**src/rtl/ddr_pkg.sv**
```systemverilog
// Shared constants for the pad input conditioner: button indices,
// channel count and the default debounce window.
package ddr_pkg;
   localparam int NUM_BTNS         = 4;
   localparam int BTN_U            = 3;
   localparam int BTN_D            = 2;
   localparam int BTN_L            = 1;
   localparam int BTN_R            = 0;
   // 20 ms at 25 MHz
   localparam int DEBOUNCE_DEFAULT = 500000;
endpackage

```
**src/rtl/btn_debounce.sv**
```systemverilog
// One button channel: 2-flop synchronizer, stable-sample counter,
// debounced level, frame-consumed press flag and sticky overrun flag.
module btn_debounce
   import ddr_pkg::*;
#(
   parameter int DEBOUNCE_CYCLES = DEBOUNCE_DEFAULT
) (
   input  logic clk,
   input  logic reset,
   input  logic btn_raw,
   input  logic frame_tick,
   output logic btn_press,
   output logic btn_level,
   output logic press_overrun
);

   localparam int CW = $clog2(DEBOUNCE_CYCLES);
   localparam logic [CW-1:0] CNT_LAST = CW'(DEBOUNCE_CYCLES - 1);

   logic          s1;
   logic          s2;
   logic [CW-1:0] cnt;
   logic          differ;
   logic          accept;
   logic          rise;

   assign differ = (s2 != btn_level);
   assign accept = differ && (cnt == CNT_LAST);
   assign rise   = accept && s2;

   always_ff @(posedge clk) begin
      if (!reset) begin
         s1            <= 1'b0;
         s2            <= 1'b0;
         cnt           <= '0;
         btn_level     <= 1'b0;
         btn_press     <= 1'b0;
         press_overrun <= 1'b0;
      end else begin
         s1 <= btn_raw;
         s2 <= s1;
         if (!differ || accept)
            cnt <= '0;
         else
            cnt <= cnt + 1'b1;
         if (accept)
            btn_level <= s2;
         // A new press beats the consumer's clear on the same edge.
         if (rise)
            btn_press <= 1'b1;
         else if (frame_tick)
            btn_press <= 1'b0;
         if (rise && btn_press && !frame_tick)
            press_overrun <= 1'b1;
      end
   end

endmodule

```
**src/rtl/button_conditioner.sv**
```systemverilog
// Conditions the four pad buttons {U, D, L, R} into debounced levels
// and per-frame press events for the game renderer.
module button_conditioner
   import ddr_pkg::*;
#(
   parameter int DEBOUNCE_CYCLES = DEBOUNCE_DEFAULT
) (
   input  logic                clk,
   input  logic                reset,
   input  logic [NUM_BTNS-1:0] btn_raw,
   input  logic                frame_tick,
   output logic [NUM_BTNS-1:0] btn_press,
   output logic [NUM_BTNS-1:0] btn_level,
   output logic [NUM_BTNS-1:0] press_overrun
);

   for (genvar i = 0; i < NUM_BTNS; i++) begin : g_chan
      btn_debounce #(
         .DEBOUNCE_CYCLES (DEBOUNCE_CYCLES)
      ) u_btn_debounce (
         .clk           (clk),
         .reset         (reset),
         .btn_raw       (btn_raw[i]),
         .frame_tick    (frame_tick),
         .btn_press     (btn_press[i]),
         .btn_level     (btn_level[i]),
         .press_overrun (press_overrun[i])
      );
   end

endmodule

```
**config.mk**
```make
export PLATFORM = sky130hd
export DESIGN_NAME = button_conditioner
export DESIGN_NICKNAME = d
export VERILOG_FILES = /design/src/rtl/ddr_pkg.sv /design/src/rtl/btn_debounce.sv /design/src/rtl/button_conditioner.sv
export SDC_FILE = /design/constraint.sdc
export NUM_CORES = 1
export LEC_CHECK = 0
export ABC_AREA = 1
export BUFFER_PORTS_ARGS = -buffer_cell sky130_fd_sc_hd__buf_2
export CORE_MARGIN = 4
export CORE_UTILIZATION = 60
export DETAILED_ROUTE_END_ITERATION = 10
export HOLD_SLACK_MARGIN = 0.05
export PLACE_DENSITY = 0.82
export SLEW_MARGIN = 10
export SYNTH_ARGS = -nofsm -noshare
export SYNTH_HDL_FRONTEND = slang
export SYNTH_HIERARCHICAL = 1
export SYNTH_SLANG_ARGS = --single-unit
```
**constraint.sdc**
```tcl
create_clock -name clk -period 1.6 [get_ports clk]
set_input_delay 0.08 -clock clk [delete_from_list [all_inputs] [get_ports clk]]
set_output_delay 0.08 -clock clk [all_outputs]
set_load 0.005 [all_outputs]
```
==> impl_metrics.csv, run 1 <==
group,metric,value,unit
status,status,"complete, no violations",
cts,clk_latency,0.35,ns
worst_setup_path,required,1.89,ns
synth,ys_warn_count,6,
power,power.density,814.9,nW/um^2
sta,setup_viol,0,
job,drv_cap,0,
sta,finalCriticalPeriod,1.469,ns
drt,detail-route-antenna-nets,0,
synth,ys_ff_latch,96,
synth,synth_common_cells,"nand2_1 (164), nor2_1 (148), dfxtp_1 (96)",
drt,wire_per_inst,11.26,microns
sta,skew,0.007865,ns
placement,pre_cts_ws,0.04667,ns
synth,ys_seq_area_share,41.20,%
global_route,overflow,0,
worst_setup_path,crit_fanout,5,
global_route,grt_max_degree,20,
synth,synth_flop_cell,"dfxtp_1",
synth,ys_types,19,
worst_setup_path,reg2reg_depth,9,
sta,finalHoldViolCount,0,
synth,postSynthCellCount,676,
floorplan,core-area,7408,sq um
cts,cts.sinks,96,
power,power,4.234,mW
worst_setup_path,r2r-end,"g_chan[0].u_btn_debounce/cnt[16]$_SDFF_PP0_",
drt,drt-pass1-iter-count,5,
synth,netlist.area_leader.share,41.20,%
global_route,grt_pass1_vias,3816,
drt,wl,9190,microns
synth,synth_most_common_cell,"nand2_1",
cts,root_buffer,"clkbuf_8",
floorplan,die_h,96.17,microns
worst_setup_path,start_kind,"flip-flop",
power,vdd_drop_max,0.6497,mV
sta,fmax,0.6806,GHz
global_route,grt_pass1_wl,15660,microns
cts,clockBufferDepth,2,
finish,syn_to_final_growth,11.40,%
floorplan,num_io_pins,19,
global_route,antenna_found_initial,0,
floorplan,die_w,96.17,microns
placement,globalplace.congestion,0.9157,
drt,via_count,4177,
finish,antenna_cells,0,
worst_setup_path,arrival,1.76,ns
drt,viasPerCell,5.119,
drt,remaining_drc_errors,0,
worst_setup_path,crit_start,"g_chan[0].u_btn_debounce/cnt[0]$_SDFF_PP0_",
placement,hpwl,6610,microns
placement,placed_area,4871,sq um
floorplan,start_util,62.96,%
floorplan,die_area,9249,sq um
worst_setup_path,reg2reg_from,"g_chan[0].u_btn_debounce/cnt[0]$_SDFF_PP0_",
finish,stdcell_count,816,
synth,yosys.area.top_type,"dfxtp_1",
cts,cts_setup_buffers,0,
synth,syn_area,4664,sq um
synth,synth_edf_count,0,
sta,drv_slew,0,
placement,dp_cells,794,
min_path,hold_class,"in2reg",
global_route,grt_usage,21.00,%
power,power_leakage,1.692,nW
sta,period_share,91.83,%
worst_setup_path,r2r_slack,0.13,ns
finish,final_nets,723,
finish,drive_gt1_share,10.60,%
cts,htree_levels,3,
synth,synthesis.nets,687,
worst_setup_path,critical_path_class,"reg2reg",
worst_setup_path,cp-endpoint,"g_chan[0].u_btn_debounce/cnt[16]$_SDFF_PP0_",
synth,async_flop_share,0,%
finish,layout.cell_area.non_filler,5196,sq um
placement,portBuffers,18,
synth,yosys-top-cells-area,"dfxtp_1 (41%), nand2_1 (13%), nor2_1 (12%), inv_1 (5.8%), a21oi_1 (4.7%)",
sta,setup_ws,0.1307,ns
floorplan,num_rows,31,
synth,syn_avg_cell_area,6.900,sq um
worst_setup_path,cp-end-kind,"flip-flop",
cts,clkTransAtPathRegs,0.09,ns
sta,relSlewSlack,76.49,%
drt,first_iter_violations,161,
cts,cts_tree,"done",
cts,numCtsBuffers,9,
sta,tightest_slew,0.3513,ns
==> registers in the layout, indices dropped and copies added (netlist names) <==
name                                 count
g_chan.u_btn_debounce/btn_level          4
g_chan.u_btn_debounce/cnt               76
g_chan.u_btn_debounce/btn_press          4
g_chan.u_btn_debounce/s1                 4
g_chan.u_btn_debounce/s2                 4
g_chan.u_btn_debounce/press_overrun      4
==> logic make-up (layout without fill, tap and decap cells) <==
logic type                 count (synthesis)  in the layout  synth area share (%)
DFF                                       96             96                 41.20
and+or+nand+nor                          416            416                 39.59
buffers and inverters                     84            125                 7.403
xor gates and xnor gates                  32             32                 6.009
adders and majority gates                  4              4                 1.073
AOI/OAI and AO/OA                         44             44                 4.721
==> cell usage in the layout, fill, tap and decap left out, drive strengths merged <==
cell type      n
dfxtp         96
clkbuf        12
nand3b         8
buf           23
nand4         16
dlygate4sd3    6
ha             4
nand3         48
nor2         164
nand2        168
inv           81
nor3           4
bufinv         2
xor2          24
clkinvlp       1
or2            8
xnor2          8
a21oi         44
==> worst max-delay path, cell delays in order (launching register included) <==
cell	delay (ns)
dfxtp_2	0.37
ha_1	0.20
nand3_2	0.13
inv_2	0.13
nand2_1	0.12
nor2_4	0.16
nand3_1	0.08
nand2_1	0.07
nand2_1	0.05
nor2_1	0.10
==> stage by stage <==
step / setup TNS (ns) / hold WS [ns] / utilization [%]
after detailed placement: 0 / 0.2662 / 65.75
after global routing: -0.003029 / 0.1276 / 70.14
after CTS: 0 / 0.1003 / 69.55
after global placement: 0 / 0.2622 / 65.75
after floorplan: 0 / 0.1735 / -
final: 0 / 0.1273 / 70.14
==> worst min-delay path by stage <==
stage,endpoint,startpoint,cells after the start
2_1_floorplan,g_chan[0].u_btn_debounce/s1$_SDFF_PN0_,reset,2
3_3_place_gp,g_chan[1].u_btn_debounce/s1$_SDFF_PN0_,btn_raw[1],3
3_5_place_dp,g_chan[1].u_btn_debounce/s1$_SDFF_PN0_,btn_raw[1],3
4_1_cts,g_chan[0].u_btn_debounce/press_overrun$_SDFFE_PN0P_,frame_tick,4
5_1_grt,g_chan[0].u_btn_debounce/press_overrun$_SDFFE_PN0P_,frame_tick,4
6_report,g_chan[0].u_btn_debounce/press_overrun$_SDFFE_PN0P_,frame_tick,4
==> routing by layer <==
layer  up-vias  global-route usage, %  routed length [microns]
li1       2184                      -                        -
met1      1858                  25.89                     4169
met2       115                  36.40                     4421
met3        20                  4.535                      459
met4         0                  6.517                      140
met5         -                      0                        0
==> timing repair <==
action,4_1_cts,5_1_grt
endpoints found under the hold margin,6,0
gates resized for setup,0,8
setup endpoints to repair,0,76
hold buffers,6,0
==> final cells by class <==
cell class / count / area [sq um]
multi-input combinational: 496 / 2437
tap: 99 / 123.9
clock buffer: 12 / 145.1
sequential: 96 / 1926
timing repair buffer: 29 / 187.7
clock inverter: 4 / 76.32
fill: 628 / 2212
inverter: 80 / 300.3
==> power breakdown <==
part	switching [mW]	internal, mW	leakage, nW
sequential	0.00670	2.40	0.776
clock	0.818	0.931	0.107
combinational	0.0482	0.0305	0.808
(Power assumes the default switching activity.)
==> run 2: changes to the inputs <==
--- a/config.mk
+++ b/config.mk
@@ -12,6 +12,7 @@
 export DETAILED_ROUTE_END_ITERATION = 10
 export HOLD_SLACK_MARGIN = 0.05
 export PLACE_DENSITY = 0.82
+export RECOVER_POWER = 50
 export SLEW_MARGIN = 10
 export SYNTH_ARGS = -nofsm -noshare
 export SYNTH_HDL_FRONTEND = slang
==> run 2 against run 1 <==
Effect of this change:
- clock skew about the same
- power barely moved
- combinational power fell by 1%
- clock power is essentially flat
- sequential cell count unchanged
- via count increased by 0.17%
- fmax fell by 1.6%
==> impl_metrics.csv, run 2 (synthesized netlist as in run 1, its figures left out) <==
group,metric,value,unit
status,status,"complete, no violations",
placement,hpwl,6610,microns
cts,cts_setup_buffers,0,
cts,cts_tree,"done",
drt,viasPerCell,5.127,
cts,htree_levels,3,
power,vdd_drop_max,0.6516,mV
worst_setup_path,start_kind,"flip-flop",
power,power_leakage,1.657,nW
power,power.net_switching,0.8753,mW
global_route,met3_usage,4.535,%
cts,cts.sinks,96,
sta,setup_viol,0,
finish,syn_to_final_growth,10.92,%
finish,drive_gt1_share,9.205,%
power,power.density,818.7,nW/um^2
placement,portBuffers,18,
sta,tightest_slew,0.3513,ns
drt,wl,9196,microns
finish,antenna_cells,0,
global_route,antenna_found_initial,0,
drt,first_iter_violations,163,
cts,root_buffer,"clkbuf_8",
global_route,grt_pass1_vias,3816,
floorplan,num_io_pins,19,
cts,clk_latency,0.35,ns
placement,placed_area,4871,sq um
placement,globalplace.congestion,0.9157,
floorplan,die_h,96.17,microns
worst_setup_path,cp-end-kind,"flip-flop",
sta,period_share,93.30,%
worst_setup_path,required,1.84,ns
worst_setup_path,arrival,1.74,ns
sta,skew,0.007580,ns
finish,final_nets,723,
finish,final_cell_mix,"nand2_1 (164), nor2_1 (148), dfxtp_1 (93), inv_1 (72), a21oi_1 (44)",
cts,clkTransAtPathRegs,0.09,ns
drt,detail-route-antenna-nets,0,
power,pwr-share-seq,56.8,%
drt,via_count,4184,
sta,relSlewSlack,76.49,%
global_route,grt-busiest-layer,"met2",
power,combPwrFrac,1.8,%
global_route,met1_usage,25.89,%
finish,layout_commonest_cell,"nand2_1",
floorplan,core-area,7408,sq um
global_route,overflow,0,
global_route,grt_usage,21.00,%
global_route,grt_max_degree,20,
finish,largest_reg_flops,76,
sta,finalHoldViolCount,0,
drt,remaining_drc_errors,0,
power,switching_share,20.66,%
global_route,met2_usage,36.40,%
finish,layout.cell_area.non_filler,5174,sq um
sta,setup_ws,0.1073,ns
worst_setup_path,critical_path_class,"reg2reg",
drt,wire_per_inst,11.27,microns
floorplan,start_util,62.96,%
global_route,grt_pass1_wl,15660,microns
finish,largest-register,"g_chan.u_btn_debounce/cnt",
cts,clockBufferDepth,2,
sta,finalCriticalPeriod,1.493,ns
power,internal_power,3.360,mW
power,clkPwrFrac,41.4,%
min_path,hold_class,"in2reg",
sta,drv_slew,0,
floorplan,die_w,96.17,microns
worst_setup_path,crit_fanout,19,
sta,setup_tns,0,ns
placement,pre_cts_ws,0.04667,ns
drt,drt-pass1-iter-count,5,
cts,numCtsBuffers,9,
sta,fmax,0.6699,GHz
job,drv_cap,0,
floorplan,num_rows,31,
floorplan,die_area,9249,sq um
sta,rsz0062_at_grt,"no",
[run 2: cell types whose count changed in the layout (fill, tap and decap cells not counted), sizes merged]
cell	delta
buf	-7
clkbuf	+7
[run 2: worst paths after layout]
| check | endpoint | slack [ns] | cells after the start | start |
|---|---|---|---|---|
| max reg2reg | g_chan[0].u_btn_debounce/cnt[10]$_SDFF_PP0_ | 0.11 | 8 | g_chan[0].u_btn_debounce/cnt[0]$_SDFF_PP0_ |
| max | g_chan[0].u_btn_debounce/cnt[10]$_SDFF_PP0_ | 0.11 | 8 | g_chan[0].u_btn_debounce/cnt[0]$_SDFF_PP0_ |
| min reg2reg | g_chan[2].u_btn_debounce/s2$_SDFF_PN0_ | 0.42 | 2 | g_chan[2].u_btn_debounce/s1$_SDFF_PN0_ |
| min | g_chan[0].u_btn_debounce/press_overrun$_SDFFE_PN0P_ | 0.13 | 4 | frame_tick |
[run 2: layout make-up]
cell class                 count  area [sq um]
multi-input combinational    496          2427
inverter                      80         300.3
clock inverter                 4         76.32
timing repair buffer          29         175.2
clock buffer                  12         145.1
tap                           99         123.9
fill                         637          2235
sequential                    96          1926
[run 2: repair_timing]
action	in CTS	in global routing
hold buffers	6	0
endpoints found under the setup margin	0	76
gates resized for setup	0	8
hold endpoints to repair	6	0
[run 2: power by group through the flow]
stage / combinational (mW) / clock [mW] / sequential, mW
after global placement: 0.0606 / 0 / 2.46
after detailed placement: 0.0629 / 0 / 2.46
after floorplan: 0.0425 / 0 / 2.46
after CTS: 0.0738 / 1.80 / 2.41
final: 0.0775 / 1.75 / 2.41
after global routing: 0.0874 / 1.92 / 2.41
[run 2: metrics by stage]
stage	instances	power [mW]	utilization [%]	hold WS [ns]
after global routing	816	4.412	69.84	0.1276
after CTS	816	4.283	69.55	0.1003
after floorplan	676	2.503	-	0.1735
final	816	4.236	69.84	0.1296
after global placement	794	2.522	65.75	0.2622
after detailed placement	794	2.525	65.75	0.2662
[run 2: metal layers]
layer  vias to the layer above  share of wire (%)
met5                         -                  0
met4                         0                1.3
met3                        16                4.4
met2                       106                 48
li1                       2187                  -
met1                      1875                 46
[run 2: critical path, cell delays in order (launching register included)]
cell	delay, ns
dfxtp_2	0.37
ha_1	0.20
nand3_2	0.13
inv_2	0.12
nand3_1	0.12
nor2_4	0.15
inv_2	0.08
nand2_8	0.13
nor2_1	0.07
